[src/rtl/hazard_ctrl_if.sv]
// Port bundle for hazard_ctrl: hazard inputs from ID/EX/MEM and the pipeline
// register enable/flush controls back to the datapath.
interface hazard_ctrl_if #(
  parameter int unsigned CNT_W = 32
);
  // Memory handshake: the MEM access completes in the cycle where mem_req_i and
  // mem_ready_i are both 1; while mem_req_i=1 and mem_ready_i=0 the whole pipe holds.
  logic [4:0]       id_rs1_addr_i;
  logic [4:0]       id_rs2_addr_i;
  logic             id_is_rs1_i;
  logic             id_is_rs2_i;
  logic [4:0]       ex_rd_addr_i;
  logic             ex_rd_wren_i;
  logic             ex_is_load_i;
  logic             br_taken_i;
  logic             mem_req_i;
  logic             mem_ready_i;

  logic             pc_en_o;
  logic             ifid_en_o;
  logic             ifid_flush_o;
  logic             idex_en_o;
  logic             idex_flush_o;
  logic             exmem_en_o;
  logic             exmem_flush_o;
  logic             mem_timeout_o;
  logic [CNT_W-1:0] stall_cnt_o;
  logic [1:0]       dbg_state_o;

  modport master (
    output id_rs1_addr_i, id_rs2_addr_i, id_is_rs1_i, id_is_rs2_i,
           ex_rd_addr_i, ex_rd_wren_i, ex_is_load_i, br_taken_i,
           mem_req_i, mem_ready_i,
    input  pc_en_o, ifid_en_o, ifid_flush_o, idex_en_o, idex_flush_o,
           exmem_en_o, exmem_flush_o, mem_timeout_o, stall_cnt_o, dbg_state_o
  );

  modport slave (
    input  id_rs1_addr_i, id_rs2_addr_i, id_is_rs1_i, id_is_rs2_i,
           ex_rd_addr_i, ex_rd_wren_i, ex_is_load_i, br_taken_i,
           mem_req_i, mem_ready_i,
    output pc_en_o, ifid_en_o, ifid_flush_o, idex_en_o, idex_flush_o,
           exmem_en_o, exmem_flush_o, mem_timeout_o, stall_cnt_o, dbg_state_o
  );
endinterface

[src/rtl/hazard_ctrl.sv]
// Pipeline sequencing controller for the 5-stage RV32I core: boot flush,
// load-use bubbles, branch redirects, memory wait states and a timeout trap.
module hazard_ctrl #(
  parameter int unsigned MEM_TIMEOUT = 15,
  parameter int unsigned CNT_W       = 32
) (
  input  logic          clk_i,
  input  logic          reset_i,
  hazard_ctrl_if.slave  bus
);

  typedef enum logic [1:0] {
    ST_BOOT = 2'd0,
    ST_RUN  = 2'd1,
    ST_WAIT = 2'd2,
    ST_ERR  = 2'd3
  } state_e;

  localparam logic [7:0] TIMEOUT_C = 8'(MEM_TIMEOUT);

  state_e           state_q, state_d;
  logic             boot_q, boot_d;
  logic [7:0]       wait_cnt_q, wait_cnt_d;
  logic [CNT_W-1:0] stall_cnt_q, stall_cnt_d;
  logic             timeout_q, timeout_d;

  logic pc_en, ifid_en, ifid_flush, idex_en, idex_flush, exmem_en, exmem_flush;
  logic release_run;
  logic rs1_hit, rs2_hit, load_use, mem_stall;

  assign rs1_hit   = bus.id_is_rs1_i && (bus.id_rs1_addr_i == bus.ex_rd_addr_i);
  assign rs2_hit   = bus.id_is_rs2_i && (bus.id_rs2_addr_i == bus.ex_rd_addr_i);
  assign load_use  = bus.ex_is_load_i && bus.ex_rd_wren_i && (bus.ex_rd_addr_i != 5'd0)
                     && (rs1_hit || rs2_hit);
  assign mem_stall = bus.mem_req_i && !bus.mem_ready_i;

  always_comb begin
    state_d     = state_q;
    boot_d      = boot_q;
    wait_cnt_d  = wait_cnt_q;
    timeout_d   = timeout_q;
    pc_en       = 1'b0;
    ifid_en     = 1'b0;
    ifid_flush  = 1'b0;
    idex_en     = 1'b0;
    idex_flush  = 1'b0;
    exmem_en    = 1'b0;
    exmem_flush = 1'b0;
    release_run = 1'b0;

    unique case (state_q)
      ST_BOOT: begin
        ifid_en     = 1'b1;
        ifid_flush  = 1'b1;
        idex_en     = 1'b1;
        idex_flush  = 1'b1;
        exmem_en    = 1'b1;
        exmem_flush = 1'b1;
        boot_d      = 1'b1;
        if (boot_q) state_d = ST_RUN;
      end
      ST_RUN: begin
        if (mem_stall) begin
          wait_cnt_d = 8'd1;
          state_d    = ST_WAIT;
        end else begin
          release_run = 1'b1;
        end
      end
      ST_WAIT: begin
        if (!bus.mem_ready_i) begin
          if (wait_cnt_q == TIMEOUT_C) begin
            state_d   = ST_ERR;
            timeout_d = 1'b1;
          end else begin
            wait_cnt_d = wait_cnt_q + 8'd1;
          end
        end else begin
          // Branch and hazard inputs were frozen during the wait, so they still apply.
          release_run = 1'b1;
          state_d     = ST_RUN;
        end
      end
      ST_ERR: begin
      end
      default: state_d = ST_BOOT;
    endcase

    if (release_run) begin
      if (bus.br_taken_i) begin
        // The ID instruction is killed, so a pending load-use hazard is irrelevant.
        pc_en      = 1'b1;
        ifid_en    = 1'b1;
        ifid_flush = 1'b1;
        idex_en    = 1'b1;
        idex_flush = 1'b1;
        exmem_en   = 1'b1;
      end else if (load_use) begin
        idex_en    = 1'b1;
        idex_flush = 1'b1;
        exmem_en   = 1'b1;
      end else begin
        pc_en    = 1'b1;
        ifid_en  = 1'b1;
        idex_en  = 1'b1;
        exmem_en = 1'b1;
      end
    end
  end

  always_comb begin
    stall_cnt_d = stall_cnt_q;
    if ((state_q == ST_RUN || state_q == ST_WAIT) && !pc_en && !(&stall_cnt_q))
      stall_cnt_d = stall_cnt_q + 1'b1;
  end

  always_ff @(posedge clk_i or posedge reset_i) begin
    if (reset_i) begin
      state_q     <= ST_BOOT;
      boot_q      <= 1'b0;
      wait_cnt_q  <= 8'd0;
      stall_cnt_q <= '0;
      timeout_q   <= 1'b0;
    end else begin
      state_q     <= state_d;
      boot_q      <= boot_d;
      wait_cnt_q  <= wait_cnt_d;
      stall_cnt_q <= stall_cnt_d;
      timeout_q   <= timeout_d;
    end
  end

  assign bus.pc_en_o       = pc_en;
  assign bus.ifid_en_o     = ifid_en;
  assign bus.ifid_flush_o  = ifid_flush;
  assign bus.idex_en_o     = idex_en;
  assign bus.idex_flush_o  = idex_flush;
  assign bus.exmem_en_o    = exmem_en;
  assign bus.exmem_flush_o = exmem_flush;
  assign bus.mem_timeout_o = timeout_q;
  assign bus.stall_cnt_o   = stall_cnt_q;
  assign bus.dbg_state_o   = state_q;

endmodule

[src/flat_wrapper.sv]
// flat-port wrapper written by rule: the top's interface ports become plain ports
module hazard_ctrl_flat 
#(
  parameter int unsigned MEM_TIMEOUT = 15,
  parameter int unsigned CNT_W       = 32
)
  (clk_i, reset_i, bus_id_rs1_addr_i, bus_id_rs2_addr_i, bus_id_is_rs1_i, bus_id_is_rs2_i, bus_ex_rd_addr_i, bus_ex_rd_wren_i, bus_ex_is_load_i, bus_br_taken_i, bus_mem_req_i, bus_mem_ready_i, bus_pc_en_o, bus_ifid_en_o, bus_ifid_flush_o, bus_idex_en_o, bus_idex_flush_o, bus_exmem_en_o, bus_exmem_flush_o, bus_mem_timeout_o, bus_stall_cnt_o, bus_dbg_state_o);
  hazard_ctrl_if #(.CNT_W(CNT_W)) bus_i ();
  input  logic clk_i;
  input  logic reset_i;
  input wire logic [$bits(bus_i.id_rs1_addr_i)-1:0] bus_id_rs1_addr_i;
  input wire logic [$bits(bus_i.id_rs2_addr_i)-1:0] bus_id_rs2_addr_i;
  input wire logic [$bits(bus_i.id_is_rs1_i)-1:0] bus_id_is_rs1_i;
  input wire logic [$bits(bus_i.id_is_rs2_i)-1:0] bus_id_is_rs2_i;
  input wire logic [$bits(bus_i.ex_rd_addr_i)-1:0] bus_ex_rd_addr_i;
  input wire logic [$bits(bus_i.ex_rd_wren_i)-1:0] bus_ex_rd_wren_i;
  input wire logic [$bits(bus_i.ex_is_load_i)-1:0] bus_ex_is_load_i;
  input wire logic [$bits(bus_i.br_taken_i)-1:0] bus_br_taken_i;
  input wire logic [$bits(bus_i.mem_req_i)-1:0] bus_mem_req_i;
  input wire logic [$bits(bus_i.mem_ready_i)-1:0] bus_mem_ready_i;
  output wire logic [$bits(bus_i.pc_en_o)-1:0] bus_pc_en_o;
  output wire logic [$bits(bus_i.ifid_en_o)-1:0] bus_ifid_en_o;
  output wire logic [$bits(bus_i.ifid_flush_o)-1:0] bus_ifid_flush_o;
  output wire logic [$bits(bus_i.idex_en_o)-1:0] bus_idex_en_o;
  output wire logic [$bits(bus_i.idex_flush_o)-1:0] bus_idex_flush_o;
  output wire logic [$bits(bus_i.exmem_en_o)-1:0] bus_exmem_en_o;
  output wire logic [$bits(bus_i.exmem_flush_o)-1:0] bus_exmem_flush_o;
  output wire logic [$bits(bus_i.mem_timeout_o)-1:0] bus_mem_timeout_o;
  output wire logic [$bits(bus_i.stall_cnt_o)-1:0] bus_stall_cnt_o;
  output wire logic [$bits(bus_i.dbg_state_o)-1:0] bus_dbg_state_o;
  assign bus_i.id_rs1_addr_i = bus_id_rs1_addr_i;
  assign bus_i.id_rs2_addr_i = bus_id_rs2_addr_i;
  assign bus_i.id_is_rs1_i = bus_id_is_rs1_i;
  assign bus_i.id_is_rs2_i = bus_id_is_rs2_i;
  assign bus_i.ex_rd_addr_i = bus_ex_rd_addr_i;
  assign bus_i.ex_rd_wren_i = bus_ex_rd_wren_i;
  assign bus_i.ex_is_load_i = bus_ex_is_load_i;
  assign bus_i.br_taken_i = bus_br_taken_i;
  assign bus_i.mem_req_i = bus_mem_req_i;
  assign bus_i.mem_ready_i = bus_mem_ready_i;
  assign bus_pc_en_o = bus_i.pc_en_o;
  assign bus_ifid_en_o = bus_i.ifid_en_o;
  assign bus_ifid_flush_o = bus_i.ifid_flush_o;
  assign bus_idex_en_o = bus_i.idex_en_o;
  assign bus_idex_flush_o = bus_i.idex_flush_o;
  assign bus_exmem_en_o = bus_i.exmem_en_o;
  assign bus_exmem_flush_o = bus_i.exmem_flush_o;
  assign bus_mem_timeout_o = bus_i.mem_timeout_o;
  assign bus_stall_cnt_o = bus_i.stall_cnt_o;
  assign bus_dbg_state_o = bus_i.dbg_state_o;
  hazard_ctrl #(.MEM_TIMEOUT(MEM_TIMEOUT), .CNT_W(CNT_W)) u_core (.clk_i(clk_i), .reset_i(reset_i), .bus(bus_i));
endmodule
[config.mk]
export PLATFORM = sky130hd
export DESIGN_NAME = hazard_ctrl_flat
export DESIGN_NICKNAME = d
export VERILOG_FILES = /design/src/rtl/hazard_ctrl_if.sv /design/src/rtl/hazard_ctrl.sv /design/src/flat_wrapper.sv
export SDC_FILE = /design/constraint.sdc
export NUM_CORES = 1
export LEC_CHECK = 0
export CELL_PAD_IN_SITES_DETAIL_PLACEMENT = 1
export CELL_PAD_IN_SITES_GLOBAL_PLACEMENT = 1
export CORE_MARGIN = 2
export CORE_UTILIZATION = 30
export CTS_CLUSTER_SIZE = 8
export DETAILED_ROUTE_END_ITERATION = 16
export GPL_ROUTABILITY_DRIVEN = 0
export GPL_TIMING_DRIVEN = 0
export PLACE_DENSITY = 0.75
export SYNTH_ARGS = -nofsm -noshare
export SYNTH_HDL_FRONTEND = slang
export SYNTH_SLANG_ARGS = --single-unit
[constraint.sdc]
create_clock -name clk_i -period 5.1 [get_ports clk_i]
set_clock_uncertainty 0.15 [all_clocks]
set_input_delay 0.765 -clock clk_i [delete_from_list [all_inputs] [get_ports clk_i]]
set_output_delay 0.765 -clock clk_i [all_outputs]
set_load 0.005 [all_outputs]
* Yosys cells after proc, flatten, opt, wreduce, memory -nomap -nowiden *
Cells that the tools add are included.

storage, ports and cells
  bits in registers = 44
  input bits = 24
  word-level logic and storage cells = 64
  output and inout port bits = 42

cells by class
  reductions and logical operators = 21
  bitwise logic cells = 1
  $add $sub $neg = 2
  multiplexer cells = 25
  equal/unequal tests = 10

operators with widths
  cell                                                    number
  adder 32 x 1 -> 32 bit (second input constant)          1
  AND reduction 32 bit                                    1
  two-way mux 8 bit                                       3
  one-hot mux 8 bit (2 select lines)                      1
  two-way mux 1 bit                                       15
  equality test 5 bit                                     2
  adder 8 x 1 -> 8 bit (second input constant)            1
  equality test 8 x 4 -> 1 bit (second input constant)    1
  logical AND 1 bit                                       8
  two-way mux 2 bit                                       4
  AND reduction 4 bit                                     2
  one-hot mux 2 bit (3 select lines)                      1
  nonzero test 5 bit                                      1
  inequality test 2 x 1 -> 1 bit (second input constant)  2
  inequality test 2 bit (second input constant)           2
  zero test 1 bit                                         3
  inequality test 3 x 2 -> 1 bit (second input constant)  1
  AND reduction 3 bit                                     1
  nonzero test 3 bit                                      1
  equality test 2 x 1 -> 1 bit (second input constant)    1
  equality test 2 bit (second input constant)             1
  zero test 2 bit                                         1
  logical OR 1 bit                                        2
  one-hot mux 1 bit (2 select lines)                      1
  other kinds (2)                                         2

* Depth between registers and ports, before layout *
  depth in word-level cells = 10
  gate-level depth with buffers = 11
  depth with buffers taken out = 8

* Least setup slack after synthesis *
Ideal clock, no wire load.

  kind = input -> output
  from = input bus_ex_rd_addr_i[1]
  to = output bus_ifid_en_o
  buffers on the path = 0
  arrival time = 1818 ps
  data required time = 4185 ps
  stages = 5
  slack = 2367 ps
  path through = or4_1 -> o211ai_1 -> nand2b_1 -> o21a_1 -> or2_2

between the ends
  longest elaborated chain between the ends = 7
  elaborated cells between the ends (all ways) = 11
  those cells by class = eq/ne: 2; mux: 3; reduce/logical: 6

ends and longest elaborated chain
  item                                    RTL line                              source
  start, declared                         flat_wrapper.sv:15                    input wire logic [$bits(bus_i.ex_rd_addr_i)-1:0] bus_ex_rd_addr_i;
  equality test 5 bit (on tied branches)  hazard_ctrl.sv:31, hazard_ctrl.sv:32
  logical AND 1 bit (on tied branches)    hazard_ctrl.sv:31, hazard_ctrl.sv:32
  logical OR 1 bit                        hazard_ctrl.sv:34                     && (rs1_hit || rs2_hit);
  logical AND 1 bit *                     hazard_ctrl.sv:34
  two-way mux 1 bit *                     hazard_ctrl.sv:98                     end else if (load_use) begin
  two-way mux 1 bit *                     hazard_ctrl.sv:90                     if (bus.br_taken_i) begin
  two-way mux 1 bit *                     hazard_ctrl.sv:89                     if (release_run) begin
  end, declared                           flat_wrapper.sv:22                    output wire logic [$bits(bus_i.ifid_en_o)-1:0] bus_ifid_en_o;

Every way passes the cells marked *; elsewhere a longest branch is shown, timed or not.

* Worst setup path after layout *
Same ends and word-level chain as after synthesis.

==> run_results.csv <==
group,metric,value,unit
cts,cts-resized-gates,0,
cts,clk_transition_reported_paths,0.09,ns
min_path,holdPathStages,1,
setup_path,cp.required,4.18,ns
setup_path,ff2ff_path_depth,10,
logic_synthesis,ys_seq_elements,44,
cts,cts_tree,"built",
logic_synthesis,avgSynthCellArea,9.844,um^2
setup_path,path_buf_inv,2,
logic_synthesis,synth_edf_count,0,
logic_synthesis,ys_warn_count,0,
run_status,status,"completed",
floorplanning,ios,66,
pwr,p_switching,384.8,uW
setup_path,r2r_end,"u_core.wait_cnt_q[7]$_DFFE_PP0P_",
drt,drt_iter0_drc,65,
finish,area_delta_synth_final,37.11,%
sta,min_period_over_period,0.7449,
min_path,hold_path.startpoint,"u_core.boot_q$_DFFE_PP0P_",
drt,dr.pass1.iters,4,
setup_path,cp_cell_sequence,"clkdlybuf4s50_1, or4_1, o211ai_1, nand2b_1, o21a_1, or2_2, clkdlybuf4s50_1",
drt,ant_nets,0,
cts,post-cts-setup-buffer-count,0,
setup_path,startpoint_type,"input port",
global_routing,grtUsageTotal,0.1547,
setup_path,cp-end-kind,"output port",
cts,cts-root-buf,"clkbuf_8",
cts,htreeDepth,2,
job,maxCapViolations,0,
finish,antennaDiodeCount,0,
drt,drt-total-wl,6462,um
logic_synthesis,synth_fp_nets,280,
sta,slew_headroom,0.5861,
pwr,swShare,0.3335,
floorplanning,row_count,32,
floorplanning,fp.dieW,94.39,um
floorplanning,die_h,94.39,um
sta,finalMaxSlewViolations,0,
setup_path,worstPathMaxFanout,3,
global_routing,antenna_found_initial,0,
drt,wl_per_cell,15.20,um
setup_path,worst_path_most_repeated_cell,"clkdlybuf4s50_1",
finish,drive_gt1_frac,0.07121,
pwr,p_int,769.1,uW
logic_synthesis,syn-cell-area,2451,um^2
cts,cts_hold_buf,0,
setup_path,cp_slowest_cell,"or4_1",
sta,hold_violations,0,
global_routing,grt_start_max_net_pins,38,
pwr,leakage,0.001417,uW
drt,num_vias,2121,
cts,clock_sinks,44,
pwr,p_per_area,343.4,nW/um^2
sta,tightest_slew,0.6182,ns
setup_path,cp_top_family,"buffers and inverters",
setup_path,ff2ff_setup_slack,2.31,ns
drt,vias_per_cell,4.991,
pwr,clkPwrFrac,0.240,
global_routing,overflow,0,
setup_path,path_class,"input port to output port",
sta,fin_ws,1.301,ns
floorplanning,fp.dieArea,8909,um^2
logic_synthesis,synth.distinct_cells,41,
cts,clkLatencyLatePin,0.31,ns
min_path,min_to,"u_core.boot_q$_DFFE_PP0P_",
min_path,min_path_type,"register to register",
logic_synthesis,synth_cells,249,
finish,final_util,0.4304,
sta,setup_violations,0,
cts,numCtsBuffers,5,
sta,rsz0062_at_grt,"false",
finish,nets,353,
global_routing,grt_pass1_wl,10930,um
setup_path,crit-reg2reg-launch,"u_core.bus.dbg_state_o[0]$_DFFE_PP0P_",
logic_synthesis,ys.flop_type,"dfrtp_1",
pwr,ir_drop,178.3,uV
logic_synthesis,ys_seq_area_frac,0.4492,
global_routing,grt_pass1_vias,2288,
sta,min_period,3.799,ns
logic_synthesis,async_reset_ff_frac,1.000,
drt,drcViolationCount,0,
floorplanning,start_util,0.3139,
pwr,p_comb_frac,0.393,
pwr,power_frac_seq,0.367,
cts,cts_buffer_depth,2,
sta,fmax,0.2632,GHz
setup_path,max_stage_delay,0.55,ns
placement,dp_hpwl,4834,um
sta,setup-tns-final,0,ns
floorplanning,core,7807,um^2
placement,pre_cts_slack,1.296,ns
placement,port_buffers,65,
setup_path,crit_start,"bus_ex_rd_addr_i[1]",
setup_path,arrival,2.88,ns
sta,hold_ws,0.3316,ns
[synth_stat cells (all sizes together), types with 2 or more instances]
cell	instances	area share
nand4	19	0.051
nand2	22	0.034
nand3	10	0.020
ha	7	0.036
and3	5	0.013
xor2	14	0.050
nor4	2	0.0051
a21oi	2	0.0041
or4	3	0.011
inv	9	0.014
dfrtp	44	0.45
nand3b	2	0.0061
o21ai	10	0.020
o22ai	2	0.0051
nor3	4	0.0082
or2	6	0.015
o211ai	2	0.0061
buf	4	0.018
nor2	21	0.032
clkbuf	3	0.0046
o21bai	2	0.0061
and4	4	0.014
xnor2	31	0.11
nand2b	9	0.026
[state kept, by name, summed over array words and instances, names as in the netlist]
signal and cells:
u_core.boot_q 1, u_core.bus.mem_timeout_o 1, u_core.wait_cnt_q 8, u_core.bus.dbg_state_o 2, u_core.bus.stall_cnt_o 32
[layer usage]
layer	vias to the layer above	GRT usage	share of wire
met2	57	0.2560	0.47
li1	1006	-	-
met1	1052	0.2033	0.46
met4	0	0.04952	0.011
met3	6	0.03192	0.052
met5	-	0	0
[placed cells by master (no fill, tap or decap), drive strengths merged, types with 4 or more instances in the layout]
cell type      Yosys  layout
inv                9       9
nor2              21      21
or2                6       6
xor2              14      14
nand2             22      22
nand3             10      10
dfrtp             44      44
nand4             19      19
clkdlybuf4s50      0      65
nand2b             9       9
and3               5       5
and4               4       4
o21ai             10      10
clkbuf             3       8
nor3               4       4
ha                 7       7
xnor2             31      31
buf                4       5
[power groups by stage]
stage / registers, uW / logic [uW] / clock network [uW]
finish: 423 / 453 / 277
global route: 431 / 513 / 297
CTS: 425 / 462 / 283
detailed placement: 430 / 457 / 0
global placement: 429 / 443 / 0
floorplan: 422 / 248 / 0
[kinds of logic after synthesis]
group,count (synthesis),share of synthesized area
AOI/OAI and AO/OA,28,0.07504
muxes,1,0.004084
and+or+nand+nor,108,0.2384
adders and majority gates,7,0.03573
xor gates and xnor gates,45,0.1608
DFF,44,0.4492
buffers and inverters,16,0.03675
[layout make-up]
cell class                 instances  area [um^2]
buffer                             7        56.30
clock buffer                       5        68.82
clock inverter                     3        42.54
fill                             883         4447
inverter                           9        33.78
multi-input combinational        189         1260
sequential                        44         1101
tap                              102        127.6
timing repair buffer              66        670.6
[stage by stage]
stage / total power (uW) / instances / cell area [um^2]
final: 1154 / 425 / 3361
after global routing: 1241 / 425 / 3361
after CTS: 1170 / 425 / 3361
after detailed placement: 887.8 / 417 / 3249
after global placement: 872.1 / 416 / 3229
after floorplan: 669.5 / 249 / 2451
[worst max path at each step]
stage	endpoint	slack (ns)	cells past startpoint
6_report	bus_ifid_en_o	1.30	7
5_1_grt	bus_ifid_en_o	1.15	7
4_1_cts	bus_ifid_en_o	1.29	7
3_5_place_dp	bus_ifid_en_o	1.30	7
3_3_place_gp	bus_ifid_en_o	1.31	7
2_1_floorplan	bus_ifid_en_o	2.37	5
No activity file was read; power rests on OpenSTA's default activity.
